--- config.mk ---
export PLATFORM = sky130hd
export DESIGN_NAME = pipe_hazard_ctrl
export DESIGN_NICKNAME = d
export VERILOG_FILES = /design/src/rtl/pipe_pkg.sv /design/src/rtl/pipe_hazard_ctrl_fwd_unit.sv /design/src/rtl/pipe_hazard_ctrl.sv
export SDC_FILE = /design/constraint.sdc
export NUM_CORES = 1
export LEC_CHECK = 0
export ABC_AREA = 1
export BUFFER_PORTS_ARGS = -buffer_cell sky130_fd_sc_hd__buf_2
export CAP_MARGIN = 40
export CORE_AREA = 2 2 82 84
export CTS_CLUSTER_DIAMETER = 60
export CTS_CLUSTER_SIZE = 24
export DETAILED_ROUTE_END_ITERATION = 8
export DIE_AREA = 0 0 84 86
export PLACE_DENSITY = 0.72
export SLEW_MARGIN = 20
export SYNTH_ARGS = -nofsm -noshare
export SYNTH_HDL_FRONTEND = slang
export SYNTH_SLANG_ARGS = --single-unit
--- constraint.sdc ---
create_clock -name clk -period 2 [get_ports clk]
set_input_delay 0.4 -clock clk [delete_from_list [all_inputs] [get_ports clk]]
set_output_delay 0.4 -clock clk [all_outputs]
set_load 0.01 [all_outputs]
--- src/rtl/pipe_pkg.sv ---
// Shared encodings for the MIPS32 pipeline hazard controller: PC select, forward
// select, controller states, Cause bit positions and the exception vector.
package pipe_pkg;

    localparam logic [31:0] EXC_VECTOR    = 32'h8000_0008;
    localparam logic [31:0] RESET_EPC     = 32'h8000_0000;
    localparam int          RAW_STALL_MAX = 2;

    localparam logic [1:0] PCSEL_PC4 = 2'd0;
    localparam logic [1:0] PCSEL_BR  = 2'd1;
    localparam logic [1:0] PCSEL_JMP = 2'd2;
    localparam logic [1:0] PCSEL_EXC = 2'd3;

    localparam logic [1:0] FWD_RF  = 2'd0;
    localparam logic [1:0] FWD_EX  = 2'd1;
    localparam logic [1:0] FWD_MEM = 2'd2;

    localparam int CAUSE_ERR = 0;
    localparam int CAUSE_OVF = 1;
    localparam int CAUSE_IRQ = 4;

    typedef enum logic [1:0] {
        ST_RUN   = 2'd0,
        ST_STALL = 2'd1,
        ST_EXC   = 2'd2
    } state_t;

    // A producer only matches when it really writes a non-zero register.
    function automatic logic reg_match(input logic wr, input logic valid,
                                       input logic [4:0] dst, input logic [4:0] src);
        return wr & valid & (dst != 5'd0) & (dst == src);
    endfunction

endpackage

--- src/rtl/pipe_hazard_ctrl_fwd_unit.sv ---
// Per-operand match logic: hazard request and forward select for one ID source
// register. FORWARD_EN selects forwarding; otherwise every EX/MEM match is a hazard.
module fwd_unit
    import pipe_pkg::*;
(
    input  logic [4:0] src,
    input  logic       id_valid,
    input  logic       ex_reg_wr,
    input  logic       ex_mem_rd,
    input  logic       ex_valid,
    input  logic [4:0] ex_reg_dst,
    input  logic       mem_reg_wr,
    input  logic [4:0] mem_reg_dst,
    output logic       hazard,
    output logic       hazard_ex,
    output logic [1:0] fwd
);

    logic ex_match;
    logic mem_match;

    assign ex_match  = id_valid & reg_match(ex_reg_wr, ex_valid, ex_reg_dst, src);
    assign mem_match = id_valid & reg_match(mem_reg_wr, 1'b1, mem_reg_dst, src);

`ifdef FORWARD_EN
    // Only a load in EX cannot be forwarded yet; its data exists one cycle later in MEM.
    assign hazard    = ex_match & ex_mem_rd;
    assign hazard_ex = hazard;

    always_comb begin
        fwd = FWD_RF;
        if (ex_match && !ex_mem_rd) begin
            fwd = FWD_EX;
        end else if (mem_match) begin
            fwd = FWD_MEM;
        end
    end
`else
    logic unused_load;

    assign hazard      = ex_match | mem_match;
    assign hazard_ex   = ex_match;
    assign fwd         = FWD_RF;
    assign unused_load = ex_mem_rd;
`endif

endmodule

--- src/rtl/pipe_hazard_ctrl.sv ---
// Hazard/exception sequencer for the 5-stage MIPS32 pipeline. Outputs are
// combinational from state and stage fields. Build option: FORWARD_EN.
module pipe_hazard_ctrl
    import pipe_pkg::*;
(
    input  logic        clk,
    input  logic        rst_n,
    input  logic [4:0]  id_rs,
    input  logic [4:0]  id_rt,
    input  logic        id_valid,
    input  logic        id_jump,
    input  logic        id_err_inst,
    input  logic [31:0] id_pc,
    input  logic        ex_reg_wr,
    input  logic        ex_mem_rd,
    input  logic [4:0]  ex_reg_dst,
    input  logic        ex_valid,
    input  logic        ex_br_taken,
    input  logic        ex_ovf,
    input  logic [31:0] ex_pc,
    input  logic        mem_reg_wr,
    input  logic [4:0]  mem_reg_dst,
    input  logic        irq_req,
    input  logic        kernel_mode,
    output logic        pc_wr_en,
    output logic        ifid_wr_en,
    output logic        ifid_flush,
    output logic        idex_flush,
    output logic        exmem_flush,
    output logic [1:0]  pc_sel,
    output logic [1:0]  fwd_a,
    output logic [1:0]  fwd_b,
    output logic [31:0] epc,
    output logic [4:0]  cause,
    output logic        in_exc
);

`ifdef FORWARD_EN
    localparam logic [1:0] EX_STALL_LEN = 2'd1;
`else
    localparam logic [1:0] EX_STALL_LEN = 2'(RAW_STALL_MAX);
`endif

    state_t      state_reg, state_next;
    logic [1:0]  stall_cnt_reg, stall_cnt_next;
    logic [31:0] epc_reg, epc_next;
    logic [4:0]  cause_reg, cause_next;

    logic [4:0]  src [2];
    logic [1:0]  hz;
    logic [1:0]  hz_ex;
    logic [1:0]  fwd_sel [2];
    logic        exc_req;
    logic        exc_from_ex;
    logic        br_taken;
    logic        stall_now;

    assign src[0] = id_rs;
    assign src[1] = id_rt;

    generate
        for (genvar gi = 0; gi < 2; gi++) begin : g_fwd
            fwd_unit u_fwd (
                .src        (src[gi]),
                .id_valid   (id_valid),
                .ex_reg_wr  (ex_reg_wr),
                .ex_mem_rd  (ex_mem_rd),
                .ex_valid   (ex_valid),
                .ex_reg_dst (ex_reg_dst),
                .mem_reg_wr (mem_reg_wr),
                .mem_reg_dst(mem_reg_dst),
                .hazard     (hz[gi]),
                .hazard_ex  (hz_ex[gi]),
                .fwd        (fwd_sel[gi])
            );
        end
    endgenerate

    assign fwd_a = fwd_sel[0];
    assign fwd_b = fwd_sel[1];
    assign epc   = epc_reg;
    assign cause = cause_reg;

    assign exc_req     = (ex_ovf & ex_valid) | (id_err_inst & id_valid) | (irq_req & ~kernel_mode);
    assign exc_from_ex = (ex_ovf & ex_valid) | (irq_req & ~kernel_mode & ex_valid);
    assign br_taken    = ex_br_taken & ex_valid;

    always_comb begin
        pc_wr_en       = 1'b1;
        ifid_wr_en     = 1'b1;
        ifid_flush     = 1'b0;
        idex_flush     = 1'b0;
        exmem_flush    = 1'b0;
        pc_sel         = PCSEL_PC4;
        in_exc         = 1'b0;
        stall_now      = 1'b0;
        state_next     = state_reg;
        stall_cnt_next = stall_cnt_reg;
        epc_next       = epc_reg;
        cause_next     = cause_reg;

        case (state_reg)
            ST_EXC: begin
                in_exc         = 1'b1;
                ifid_flush     = 1'b1;
                state_next     = ST_RUN;
                stall_cnt_next = 2'd0;
            end
            default: begin
                // In STALL the counter owns the stall; the ID instruction is not re-checked.
                stall_now = (state_reg == ST_RUN) ? (|hz) : (stall_cnt_reg > 2'd1);
                if (state_reg == ST_STALL) begin
                    stall_cnt_next = (stall_cnt_reg != 2'd0) ? stall_cnt_reg - 2'd1 : 2'd0;
                    state_next     = (stall_cnt_reg <= 2'd1) ? ST_RUN : ST_STALL;
                end

                if (exc_req) begin
                    ifid_flush             = 1'b1;
                    idex_flush             = 1'b1;
                    exmem_flush            = 1'b1;
                    pc_sel                 = PCSEL_EXC;
                    state_next             = ST_EXC;
                    stall_cnt_next         = 2'd0;
                    epc_next               = exc_from_ex ? ex_pc : id_pc;
                    cause_next             = 5'd0;
                    cause_next[CAUSE_IRQ]  = irq_req;
                    cause_next[CAUSE_OVF]  = ex_ovf;
                    cause_next[CAUSE_ERR]  = id_err_inst;
                end else if (br_taken) begin
                    ifid_flush     = 1'b1;
                    idex_flush     = 1'b1;
                    pc_sel         = PCSEL_BR;
                    state_next     = ST_RUN;
                    stall_cnt_next = 2'd0;
                end else if (stall_now) begin
                    pc_wr_en   = 1'b0;
                    ifid_wr_en = 1'b0;
                    idex_flush = 1'b1;
                    if (state_reg == ST_RUN) begin
                        stall_cnt_next = (|hz_ex) ? EX_STALL_LEN : 2'd1;
                        state_next     = ST_STALL;
                    end
                end else if (id_jump && id_valid) begin
                    pc_sel     = PCSEL_JMP;
                    ifid_flush = 1'b1;
                end
            end
        endcase
    end

    always_ff @(posedge clk or negedge rst_n) begin
        if (!rst_n) begin
            state_reg     <= ST_RUN;
            stall_cnt_reg <= 2'd0;
            epc_reg       <= RESET_EPC;
            cause_reg     <= 5'd0;
        end else begin
            state_reg     <= state_next;
            stall_cnt_reg <= stall_cnt_next;
            epc_reg       <= epc_next;
            cause_reg     <= cause_next;
        end
    end

endmodule
Word level (Yosys, flattened, before mapping)
Index checks and enable logic that the tools add are counted.
{"block": "classes", "addsub": 1, "mul": 0, "div_mod_pow": 0, "order_cmp": 2, "n_eq_ne": 6, "shift": 0, "mux": 38, "bitwise_logic": 23, "n_reduce_logical": 8}
{"op": "2-bit 2-to-1 mux", "count": 19}
{"op": "32-bit 2-to-1 mux", "count": 1}
{"op": "5-bit == test", "count": 4}
{"op": "1-bit 2-to-1 mux", "count": 18}
{"op": "1-bit AND", "count": 16}
{"op": "5-bit nonzero test", "count": 2}
{"op": "1-bit OR", "count": 5}
{"op": "2-bit OR reduction", "count": 2}
{"op": "2-bit by 1-bit == test with 1-bit output (second input constant)", "count": 1}
{"op": "2-bit == test (second input constant)", "count": 1}
{"op": "2-bit by 1-bit > comparator with 1-bit output (second input constant)", "count": 1}
{"op": "2-bit by 1-bit <= comparator with 1-bit output (second input constant)", "count": 1}
{"op": "2-bit logical NOT", "count": 1}
{"op": "1-bit NOT", "count": 2}
{"op": "2-bit AND reduction", "count": 1}
{"op": "2-bit nonzero test", "count": 1}
{"op": "2-bit by 1-bit subtractor with 2-bit output (second input constant)", "count": 1}
{"op": "1-bit logical AND", "count": 1}
{"block": "totals", "ff_bits": 39, "latchBits": 0, "ramBits": 0, "romBits": 0, "in_bits": 97, "out_inout_bits": 49, "elab_cells": 82, "n_memories": 0}

Logic depth before layout (Yosys ltp)
{"block": "depth", "word_depth": 11, "mapped_depth": 12, "ltp_nobuf": 12}

Hierarchy
Synthesis repeated with hierarchy kept, for this count alone.
{"block": "unflattened", "cells_unflattened": 448, "hier_area_um2": 2641.3}
{"module": "pipe_hazard_ctrl", "n_inst": 1, "cells_each": 316, "area_per_inst_um2": 2118.3, "seq_area_each_um2": 977.2}
{"module": "fwd_unit", "n_inst": 2, "cells_each": 66, "area_per_inst_um2": 261.5, "seq_area_each_um2": 0.0}

Least setup slack after synthesis
Ideal clock, no wire load.
{"block": "synth_path", "kind": "input-to-output", "from": "input port mem_reg_dst[3]", "to": "output port pc_wr_en", "arrival_ps": 1317, "required_ps": 1600, "setup_slack_ps": 283, "cell_stages": 10, "n_path_buf": 1, "path_cell_list": "nor3_1 nand3_1 nand3_1 inv_1 nand2_1 nand3_2 nand2_1 inv_1 nand2_1 buf_4"}
{"block": "synth_via", "elab_chain_len": 11, "word_cells_on_any_way": 16, "classes_between": "eq/ne: 2; mux: 5; bitwise: 7; reduce/logical: 2"}
{"item": "from (decl)", "line": "pipe_hazard_ctrl.sv:22", "rtl": "input logic [4:0] mem_reg_dst,"}
{"item": "5-bit nonzero test", "line": "pipe_pkg.sv:31", "rtl": "return wr & valid & (dst != 5'd0) & (dst == src);"}
{"item": "1-bit AND (2 in a row)", "line": "pipe_pkg.sv:31"}
{"item": "1-bit AND", "line": "pipe_hazard_ctrl_fwd_unit.sv:23", "rtl": "assign mem_match = id_valid & reg_match(mem_reg_wr, 1'b1, mem_reg_dst, src);"}
{"item": "1-bit OR", "line": "pipe_hazard_ctrl_fwd_unit.sv:41", "rtl": "assign hazard = ex_match | mem_match;"}
{"item": "2-bit OR reduction (*)", "line": "pipe_hazard_ctrl.sv:111", "rtl": "stall_now = (state_reg == ST_RUN) ? (|hz) : (stall_cnt_reg > 2'd1);"}
{"item": "1-bit 2-to-1 mux (*)", "line": "pipe_hazard_ctrl.sv:111"}
{"item": "1-bit 2-to-1 mux (*) (4 in a row)"}
{"item": "to (decl)", "line": "pipe_hazard_ctrl.sv:25", "rtl": "output logic pc_wr_en,"}
Every way passes the cells marked *; elsewhere a longest branch is shown, timed or not.

Worst setup path after layout
{"block": "layout_path", "from": "register state_reg[1]", "to": "output port ifid_wr_en"}
{"block": "layout_via", "elab_chain_len": 6, "word_cells_on_any_way": 7, "classes_between": "eq/ne: 1; mux: 5; reduce/logical: 1"}
{"item": "from (decl)", "line": "pipe_hazard_ctrl.sv:44", "rtl": "state_t state_reg, state_next;"}
{"item": "from (signal assigned)", "line": "pipe_hazard_ctrl.sv:158", "rtl": "state_reg <= state_next;"}
{"item": "2-bit logical NOT", "line": "pipe_hazard_ctrl.sv:111"}
{"item": "1-bit 2-to-1 mux", "line": "pipe_hazard_ctrl.sv:111"}
{"item": "1-bit 2-to-1 mux", "line": "pipe_hazard_ctrl.sv:135", "rtl": "end else if (stall_now) begin"}
{"item": "1-bit 2-to-1 mux", "line": "pipe_hazard_ctrl.sv:129", "rtl": "end else if (br_taken) begin"}
{"item": "1-bit 2-to-1 mux", "line": "pipe_hazard_ctrl.sv:117", "rtl": "if (exc_req) begin"}
{"item": "1-bit 2-to-1 mux (*)", "line": "pipe_hazard_ctrl.sv:102", "rtl": "case (state_reg)"}
{"item": "to (decl)", "line": "pipe_hazard_ctrl.sv:26", "rtl": "output logic ifid_wr_en,"}
Marks and branches as above.

==> reports/summary.txt <==
Status: finished clean
Die Wd: 84 um
Routed wire length per instance: 12.48 um
TNS Setup: 0 ns
Seq/Total Area, Yosys: 0.4091
Setup WS post-layout: 0.09109 ns
IO buf count: 138
Slew @ Worst Pin: 0.5953 ns
Mapped cell area: 0.002389 mm2
RSZ-0062 raised after global routing: false
Post-route ant nets: 0
Critical Path Start: state_reg[1]
Core area: 0.006277 mm2
Gr ovfl total: 0
Via density: 4.665
CP startpoint kind: flop
Clock transition at the registers of the reported paths: 0.07 ns
Ant diodes: 0
CTS tree: built
Number of flip-flops in the largest register: 32
Fin crit share: 0.9545
R2r worst-path depth: 7
Worst setup path category: flop to primary output
Cell leakage power: 1.828 nW
Initial DRC Count: 144
Residual DRC: 0
Worst path arrival time: 1.51 ns
Total Routing Usage GR: 0.1801
Clk_skew: 0.004998 ns
Hold crit path type: primary input to asynchronous set/reset pin
Library cells used by synthesis: 28
Vias: 2589
Clk pwr share: 0.131
Placer Congestion: 0.9403
Critical Path RT: 1.60 ns
Share of power burned in combinational logic: 0.507
Io pins: 146
Drt pass-1 iters: 4
Num CTS Buffers: 5
Largest net degree at the start of global routing: 37
Most common cell after layout, fill and taps aside: buf_2
Setup WS pre-CTS: -0.01397 ns
Layout area overhead: 36.35%
Psw: 1.618 mW
Final hold vios: 0
Seq pwr share: 0.363
Yosys warns: 0
Post-detail-place hpwl: 5.276 mm
Htree depth: 2
Initial cell density of the core: 0.3805
Final Setup Violations: 0
Final Util: 0.5188
Share of cells above drive strength 1: 0.3954
VDD IR max: 0.6190 mV
Clk Latency, worst-skew pair: 0.28 ns
Max-Slew Margin vs Limit: 0.6031
Pint: 2.189 mW
Die area: 0.007224 mm2
Sw Share: 0.4250
Tmin final: 1.909 ns
Root Driver: clkbuf_8
Post-synthesis register bit count: 39
Nature of the critical path endpoint: primary output
Power Density: 1169 mW/mm2
# hold bufs at CTS: 0
Hold Worst Slack: 0.1171 ns
R2r startpoint: state_reg[1]
Overall Power: 3.808 mW
Critical path peak fanout: 6
Cell row count: 29
Most frequent cells in the layout: buf_2, nand2_1, nor2_1
First-pass GRT wire length: 10.47 mm
Syn avg cell area: 7.067 um2
Clock Tree Buf Depth: 2
Die Span Y: 86 um
Max-slew violation count: 0
Fmax: 0.5239 GHz
Cells after Synth: 338
Max-cap violation count: 0
Nets: 574
Number of global-route vias before repair: 2341
Post-Route WL: 6.924 mm
Clock sink count: 39
Number of antenna violations at the first check in global routing: 0
==> cell type report <==
type,count,area [um2]
Clock buffer,5,68.82
Clock inverter,3,15.01
Fill cell,644,3020
Inverter,31,116.4
Multi-Input combinational cell,254,1231
Sequential cell,39,978.4
Tap cell,77,96.34
Timing Repair Buffer,146,750.7
==> through the flow <==
stage               instance area (um2)  cells
finish                             3257    555
global route                       3257    555
CTS                                3199    553
detailed placement                 3110    545
global placement                   3110    545
floorplan                          2407    343
==> path summary, 6_finish.rpt <==
path	to	slack, ns
max	ifid_wr_en	0.09
min	epc[12]	0.12
max reg2reg	epc[8]	0.47
min reg2reg	cause[1]	0.47
max in group asynchronous	epc[4]	1.34
min in group clk	cause[0]	0.34
==> synthesized netlist by cell type <==
| cell type | number | share of area |
|---|---|---|
| nand2_1 | 98 | 0.15 |
| nor2_1 | 49 | 0.077 |
| dfrtp_1 | 38 | 0.40 |
| o21ai_0 | 33 | 0.069 |
| o21ai_1 | 29 | 0.061 |
| inv_1 | 28 | 0.044 |
| o21ai_2 | 10 | 0.037 |
| nand3_1 | 8 | 0.017 |
| buf_4 | 7 | 0.022 |
| clkbuf_1 | 6 | 0.0094 |
| buf_2 | 4 | 0.0084 |
| xnor2_1 | 4 | 0.015 |
| a21oi_1 | 3 | 0.0063 |
| inv_2 | 3 | 0.0047 |
| buf_8 | 2 | 0.013 |
| nand4_1 | 2 | 0.0052 |
| nor2_2 | 2 | 0.0052 |
| nor2_4 | 2 | 0.0094 |
| a22o_1 | 1 | 0.0037 |
| buf_6 | 1 | 0.0047 |
| conb_1 | 1 | 0.0016 |
| dfstp_2 | 1 | 0.011 |
| nand3_2 | 1 | 0.0042 |
| nand3b_1 | 1 | 0.0031 |
| nor2_8 | 1 | 0.0084 |
| nor3_1 | 1 | 0.0021 |
| o31ai_1 | 1 | 0.0031 |
| xor2_1 | 1 | 0.0037 |
==> worst max-delay path, cell delays in order, from the launching register on <==
cell     delay (ns)
dfrtp_2        0.43
inv_2          0.07
nor2_4         0.25
nor2_2         0.07
inv_1          0.12
nor2_4         0.06
nand2_1        0.09
buf_2          0.13
==> logic make-up (layout without fill, tap and decap cells) <==
logic type,after synthesis,after routing,share of synthesized area
simple gates,165,166,0.2855
compound gates,77,77,0.1797
buf+inv,51,185,0.1058
flops,39,39,0.4091
xor+xnor,5,5,0.01833
other cells,1,6,0.001570
==> repair_timing <==
action                                 in CTS  in global routing
resized for setup                           3                 14
setup buffers                               0                  1
pin swaps                                   1                  6
setup endpoints to repair                   5                  5
endpoints found under the hold margin       0                  0
cloned                                      0                  1
==> routing by layer <==
metal,vias up,track usage,wire length [um]
met4,0,0.08065,140
met3,14,0.04139,420
met1,1136,0.2107,2824
li1,1341,-,-
met5,-,0,0
met2,98,0.3164,3539
==> power by group through the flow <==
stage               registers, mW  logic (mW)  clock network (mW)
global placement             1.36        1.80                   0
detailed placement           1.37        1.85                   0
global route                 1.42        2.14               0.548
CTS                          1.37        1.86               0.517
finish                       1.38        1.93               0.497
floorplan                    1.55       0.966                   0
Note: power is estimated with default switching activity, not from simulation.
